==> config.mk <==
export PLATFORM = sky130hd
export DESIGN_NAME = serial_tx_buffer
export DESIGN_NICKNAME = d
export VERILOG_FILES = /design/src/rtl/serial_tx_buffer.sv
export SDC_FILE = /design/constraint.sdc
export NUM_CORES = 1
export LEC_CHECK = 0
export CORE_MARGIN = 5
export CORE_UTILIZATION = 45
export CTS_CLUSTER_DIAMETER = 80
export DETAILED_ROUTE_END_ITERATION = 16
export PLACE_DENSITY_LB_ADDON = 0.12
export SLEW_MARGIN = 30
export SYNTH_ARGS = -nofsm -noshare
export SYNTH_HDL_FRONTEND = slang
export SYNTH_SLANG_ARGS = --single-unit
==> constraint.sdc <==
create_clock -name clk -period 6.7 [get_ports clk]
set_input_delay 0.67 -clock clk [delete_from_list [all_inputs] [get_ports clk]]
set_output_delay 0.67 -clock clk [all_outputs]
set_load 0.1 [all_outputs]
==> src/rtl/serial_tx_buffer.sv <==
// Parallel-in/serial-out transmit buffer: DEPTH-word FIFO feeding a shift register.
// Optional per-frame even parity bit when SERIAL_TX_PARITY_EN is defined.
module serial_tx_buffer #(
  parameter int WIDTH     = 8,
  parameter int DEPTH     = 4,
  parameter int MSB_FIRST = 1
) (
  input  logic             clk,
  input  logic             rstN,
  input  logic [WIDTH-1:0] din,
  input  logic             load,
  input  logic             ser_en,
  output logic             full,
  output logic             empty,
  output logic             dout,
  output logic             dvalid,
  output logic             sof,
  output logic             busy
);
  localparam int AW = $clog2(DEPTH);
  localparam int CW = $clog2(DEPTH+1);
`ifdef SERIAL_TX_PARITY_EN
  localparam int FW = WIDTH + 1;
`else
  localparam int FW = WIDTH;
`endif
  localparam int BW = $clog2(FW+1);

  typedef enum logic {IDLE, SHIFT} state_t;
  state_t state, state_n;

  logic [WIDTH-1:0] mem [DEPTH];
  logic [AW-1:0]    wr_ptr, rd_ptr;
  logic [CW-1:0]    count, count_n;
  logic [FW-1:0]    sreg, sreg_n, frame;
  logic [BW-1:0]    bit_cnt, bit_cnt_n;
  logic             dout_n, dvalid_n, sof_n, busy_n;
  logic             push, pop;

  // Full at the edge blocks the write even if a pop frees a slot at that same edge.
  assign push = load & ~full;

  // Frame is arranged so the first bit out sits at the shift end; parity trails the data.
  always_comb begin
`ifdef SERIAL_TX_PARITY_EN
    if (MSB_FIRST != 0) frame = {mem[rd_ptr], ^mem[rd_ptr]};
    else                frame = {^mem[rd_ptr], mem[rd_ptr]};
`else
    frame = mem[rd_ptr];
`endif
  end

  function automatic logic first_bit(input logic [FW-1:0] v);
    return (MSB_FIRST != 0) ? v[FW-1] : v[0];
  endfunction

  function automatic logic [FW-1:0] shifted(input logic [FW-1:0] v);
    return (MSB_FIRST != 0) ? {v[FW-2:0], 1'b0} : {1'b0, v[FW-1:1]};
  endfunction

  always_comb begin
    state_n   = state;
    sreg_n    = sreg;
    bit_cnt_n = bit_cnt;
    dout_n    = dout;
    dvalid_n  = 1'b0;
    sof_n     = 1'b0;
    busy_n    = busy;
    pop       = 1'b0;
    if (ser_en) begin
      if (state == SHIFT && bit_cnt != BW'(FW)) begin
        dout_n    = first_bit(sreg);
        sreg_n    = shifted(sreg);
        bit_cnt_n = bit_cnt + BW'(1);
        dvalid_n  = 1'b1;
      end else if (!empty) begin
        pop       = 1'b1;
        state_n   = SHIFT;
        dout_n    = first_bit(frame);
        sreg_n    = shifted(frame);
        bit_cnt_n = BW'(1);
        dvalid_n  = 1'b1;
        sof_n     = 1'b1;
        busy_n    = 1'b1;
      end else if (state == SHIFT) begin
        state_n = IDLE;
        dout_n  = 1'b0;
        busy_n  = 1'b0;
      end
    end
  end

  always_comb begin
    count_n = count;
    case ({push, pop})
      2'b10:   count_n = count + CW'(1);
      2'b01:   count_n = count - CW'(1);
      default: count_n = count;
    endcase
  end

  always_ff @(posedge clk) begin
    if (push) mem[wr_ptr] <= din;
  end

  always_ff @(posedge clk or negedge rstN) begin
    if (!rstN) begin
      state   <= IDLE;
      wr_ptr  <= '0;
      rd_ptr  <= '0;
      count   <= '0;
      sreg    <= '0;
      bit_cnt <= '0;
      dout    <= 1'b0;
      dvalid  <= 1'b0;
      sof     <= 1'b0;
      busy    <= 1'b0;
      full    <= 1'b0;
      empty   <= 1'b1;
    end else begin
      state   <= state_n;
      if (push) wr_ptr <= wr_ptr + AW'(1);
      if (pop)  rd_ptr <= rd_ptr + AW'(1);
      count   <= count_n;
      sreg    <= sreg_n;
      bit_cnt <= bit_cnt_n;
      dout    <= dout_n;
      dvalid  <= dvalid_n;
      sof     <= sof_n;
      busy    <= busy_n;
      full    <= (count_n == CW'(DEPTH));
      empty   <= (count_n == '0);
    end
  end
endmodule

* Word level (Yosys, flattened, before mapping)
Memory sizes are Yosys's and may differ from the RTL's.
Cells that the tools add are included.
Widths: inputs -> output; s select.
** Word-level totals
- Output and inout port bits :: 6
- Memories kept :: 1
- Word-level logic and storage cells :: 50
- Register bits :: 26
- Bits in writable memories :: 32
** Cells by class
- Bitwise gates (word level) :: 3
- Reduce and logical (&&, ||, !) cells :: 6
- Mux-type cells :: 16
- Add/sub/neg operators :: 5
- Equality and inequality tests :: 7
** Memory list
- mem :: depth 4, bits a word 8, read ports 1, clocked after Yosys merged registers in 0, write ports 1, line 32 : logic [WIDTH-1:0] mem [DEPTH];
** Operator list (count)
- $mux 8 :: 2
- $mux 1 :: 11
- $mux 4 :: 2
- $pmux 3 s2 :: 1
- $reduce_and 2->1 :: 3
- $add 2x1->2 const B :: 2
- $add 4x1->4 const B :: 1
- $ne 2x1->1 const B :: 2
- $ne 4x4->1 const B :: 1
- $add 3x1->3 const B :: 1
- $eq 3x3->1 const B :: 1
- $logic_not 3->1 :: 1
- $ne 3x1->1 const B :: 1
- $reduce_and 3->1 :: 1
- $sub 3x1->3 const B :: 1
- $eq 2x1->1 const B :: 1
- $eq 2x2->1 const B :: 1
- $not 1->1 :: 2
- $and 1x1->1 :: 1
- $logic_and 1x1->1 :: 1

* Depth between registers and ports, before layout
- Depth after elaboration :: 7
- Gate-level depth with buffers :: 10
- Depth with buffers taken out :: 10

* Worst setup path before layout
OpenSTA, ideal clock, no wires.
- Path type :: input port to flip-flop
- From :: input port ser_en
- To :: register count[2]
- Data required time :: 6.573 ns
- Stages :: 10
- Data arrival time :: 2.612 ns
- Buffers on the path :: 2
- Path slack :: 3.961 ns
- Cell sequence :: buf_4 -> nand2b_1 -> buf_2 -> a21oi_1 -> ha_1 -> inv_1 -> fa_1 -> xor2_1 -> o21a_1 -> or2_2
** Between the ends
- Word-level cells in the longest chain between the ends :: 3
** Ends and longest elaborated chain
- from (decl) :: line 12 : input logic ser_en,
- $mux 1 * :: line 70 : if (ser_en) begin
- via pop :: line 38 : logic push, pop;
- $eq 2x1->1 or $eq 2x2->1 (tied branches) :: line 95 : case ({push, pop})
- $pmux 3 s2 * :: line 95
- via count_n[2] :: line 34 : logic [CW-1:0] count, count_n;
- to (signal assigned) :: line 124 : count <= count_n;
- to (decl) :: line 34
The timed path passes the listed nets; every way through them passes the cells marked *.
A chain may end at the register's enable or synchronous reset.

* Worst setup path after layout
Ends and elaborated chain as after synthesis.

==> impl_metrics.py <==
metrics = {
    "pwr": {
        "pwr_density_cell_nw_per_um2": 440,
        "p_int_w": 0.000789,
        "p_sw_w": 0.000431,
        "p_leak_nw": 1.06,
        "p_sw_share_pct": 35.3,
        "p_seq_share_pct": 46.0,
        "comb_power_share_pct": 33.2,
        "ir_drop_mv": 0.190,
        "clockPowerShare_pct": 20.9,
    },
    "global_route": {
        "grt_pass1_wl_um": 7070,
        "grt_overflow": 0,
        "antenna_found_initial": 0,
        "grt_start_max_net_pins": 26,
        "grt_use_total_pct": 13.5,
        "grt_pass1_vias": 1361,
    },
    "cts": {
        "cts_resized": 0,
        "cts_setup_buffers": 0,
        "clockRootBuffer": "clkbuf_8",
        "cts_tree": "built",
        "cts_buffer_depth": 2,
        "clk_pin_slew_ns": 0.06,
        "clock_sinks": 57,
        "cts-hold-fix-buffers": 0,
        "clk_latency_ns": 0.33,
        "htreeDepth": 3,
        "cts_inserted_buffers": 9,
    },
    "routing": {
        "route.detailed.drc": 0,
        "drt-wirelength-per-cell_um": 17.0,
        "dr.pass1.iters": 4,
        "wirelength_um": 4220,
        "viasPerCell": 5.35,
        "vias": 1326,
        "ant_nets": 0,
        "first_iter_violations": 57,
    },
    "floorplanning": {
        "initial_core_util_pct": 46.7,
        "pin_count": 18,
        "dieArea_um2": 6930,
        "core_um2": 5170,
        "die-height_um": 83.3,
        "die_w_um": 83.3,
        "core.rowCount": 26,
    },
    "sta": {
        "fin_crit_ns": 3.20,
        "clock.fmax_mhz": 312,
        "max_slew_margin_pct": 34.7,
        "finalCritPeriodShare_pct": 47.8,
        "setup_violations": 0,
        "rsz0062_at_grt": "no",
        "fin_setup_tns_ns": 0,
        "fin_skew_ns": 0.00598,
        "tightest_slew_ns": 0.977,
        "drv_slew": 0,
        "finalHoldViolCount": 0,
    },
    "flow_run": {
        "maxCapViolCount": 0,
    },
    "logic_synthesis": {
        "synth_top_area_cell": "edfxtp_1",
        "ys_seq_area_share_pct": 65.7,
        "postSynthCellCount": 153,
        "synth_edf_count": 32,
        "ys_ff_latch": 57,
        "yosys-top-cells-area": "edfxtp_1, dfrtp_1, mux4_2",
        "ys.flop_type": "edfxtp_1",
        "synth.yosys.warnings": 0,
        "syn_avg_cell_area_um2": 15.8,
        "ys_types": 44,
        "netlist_area_um2": 2420,
        "syn-num-nets": 173,
        "synth_top_cell_area_share_pct": 39.8,
        "synthArstFlopShare_pct": 43.9,
    },
    "cells_and_area": {
        "diodes": 0,
        "drive_gt1_share_pct": 15.7,
        "final_net_count": 193,
        "stdcell_area_um2": 2770,
        "final_util_pct": 53.6,
        "syn_to_final_growth_pct": 14.8,
        "multi_input_area_um2": 729,
        "fin_cells": 248,
        "fillers": 418,
        "seqCellArea_um2": 1590,
    },
    "setup_path": {
        "cp.arrival_ns": 3.41,
        "critPathKind": "input port to flop",
        "cp.required_ns": 6.91,
        "end_kind": "flop",
        "worstPathMaxFanout": 10,
        "cp-start-kind": "input port",
    },
    "status": {
        "outcome": "finished, final reports clean",
    },
    "placed_design": {
        "gp_congestion": 0.705,
        "hpwl_um": 2870,
        "io_buffers": 17,
        "postPlaceCellArea_um2": 2620,
        "dp.cells": 232,
    },
    "hold_path": {
        "hp-class": "input port to async pin",
    },
}
## cell usage in the layout (no fill, tap or decap), types with 4 or more instances in the layout
master,Yosys,layout
edfxtp_1,32,32
inv_1,14,14
clkdlybuf4s50_1,0,16
dfrtp_1,24,24
a211o_1,6,6
ha_1,7,7
clkbuf_1,2,6
and2_1,4,4
o221a_2,6,6
nand2_1,5,5
clkbuf_8,0,9
mux4_2,7,7
## per-stage QoR
stage	power [W]	hold slack, ns	worst slack [ns]
finish	0.00122	0.325	3.50
CTS	0.00124	0.324	3.49
global placement	0.000957	0.470	3.25
global route	0.00129	0.382	3.34
detailed placement	0.000979	0.490	3.14
floorplan	0.000872	0.374	3.96
## worst paths after layout
path	endpoint	cells after the start	slack, ns	startpoint
min in group clk	count[1]$_DFF_PN0_	2	0.50	count[1]$_DFF_PN0_
max in group asynchronous	empty$_DFF_PN1_	1	6.00	rstN
worst min register to register	count[1]$_DFF_PN0_	2	0.50	count[1]$_DFF_PN0_
worst max register to register	count[2]$_DFF_PN0_	10	3.63	bit_cnt[1]$_DFFE_PN0P_
worst max-delay path	count[2]$_DFF_PN0_	9	3.50	ser_en
worst min-delay path	rd_ptr[1]$_DFFE_PN0N_	1	0.32	rstN
## cells by family after synthesis
group | synth area share, %
DFF | 65.7
adders and majority gates | 4.45
muxes | 8.49
and+or+nand+nor | 5.39
AOI/OAI and AO/OA | 10.0
xor gates and xnor gates | 1.81
buffers and inverters | 4.09
## final cells by class
class | count | area share (%)
clock inverter | 1 | 0.180
sequential | 57 | 57.2
multi-input combinational | 74 | 26.3
clock buffer | 15 | 5.28
tap | 70 | 3.16
timing repair buffer | 17 | 5.95
inverter | 14 | 1.89
## power by group through the flow
stage | clock, W | sequential (W) | combinational (W)
floorplan | 0 | 0.000606 | 0.000266
global placement | 0 | 0.000564 | 0.000393
finish | 0.000255 | 0.000561 | 0.000405
detailed placement | 0 | 0.000570 | 0.000409
global route | 0.000277 | 0.000577 | 0.000441
CTS | 0.000264 | 0.000564 | 0.000411
## registers in the layout (all words and copies together) (netlist names), 2 cells and up
| signal | cells |
|---|---|
| mem | 32 |
| sreg | 7 |
| bit_cnt | 4 |
| count | 3 |
| rd_ptr | 2 |
| wr_ptr | 2 |
## cells in the mapped netlist, drive strengths merged, types with 2 or more instances
cell and instances:
nor3 2, edfxtp 32, inv 14, xor2 2, mux4 8, nand2 5, dfrtp 24, nand3 2
nor2b 2, o221a 6, xnor2 3, a211o 6, and2 4, o21ai 2, nand2b 3, o22ai 2
buf 5, clkbuf 3, ha 7
## worst max-delay path: stages
cell,delay [ns]
clkdlybuf4s50_1,0.63
nand2b_1,0.26
a21oi_1,0.44
ha_1,0.28
inv_1,0.07
fa_1,0.40
xor2_1,0.17
o21a_1,0.20
or2_2,0.30
## routing by layer
layer  wire length [um]  global-route usage [%]  share of wire [%]
met1               1880                    16.5                 44
met2               2120                    21.2                 50
met3                144                    4.85                3.4
met4                 80                    6.69                1.9
met5                  0                       0                  0
(Power assumes the default switching activity.)
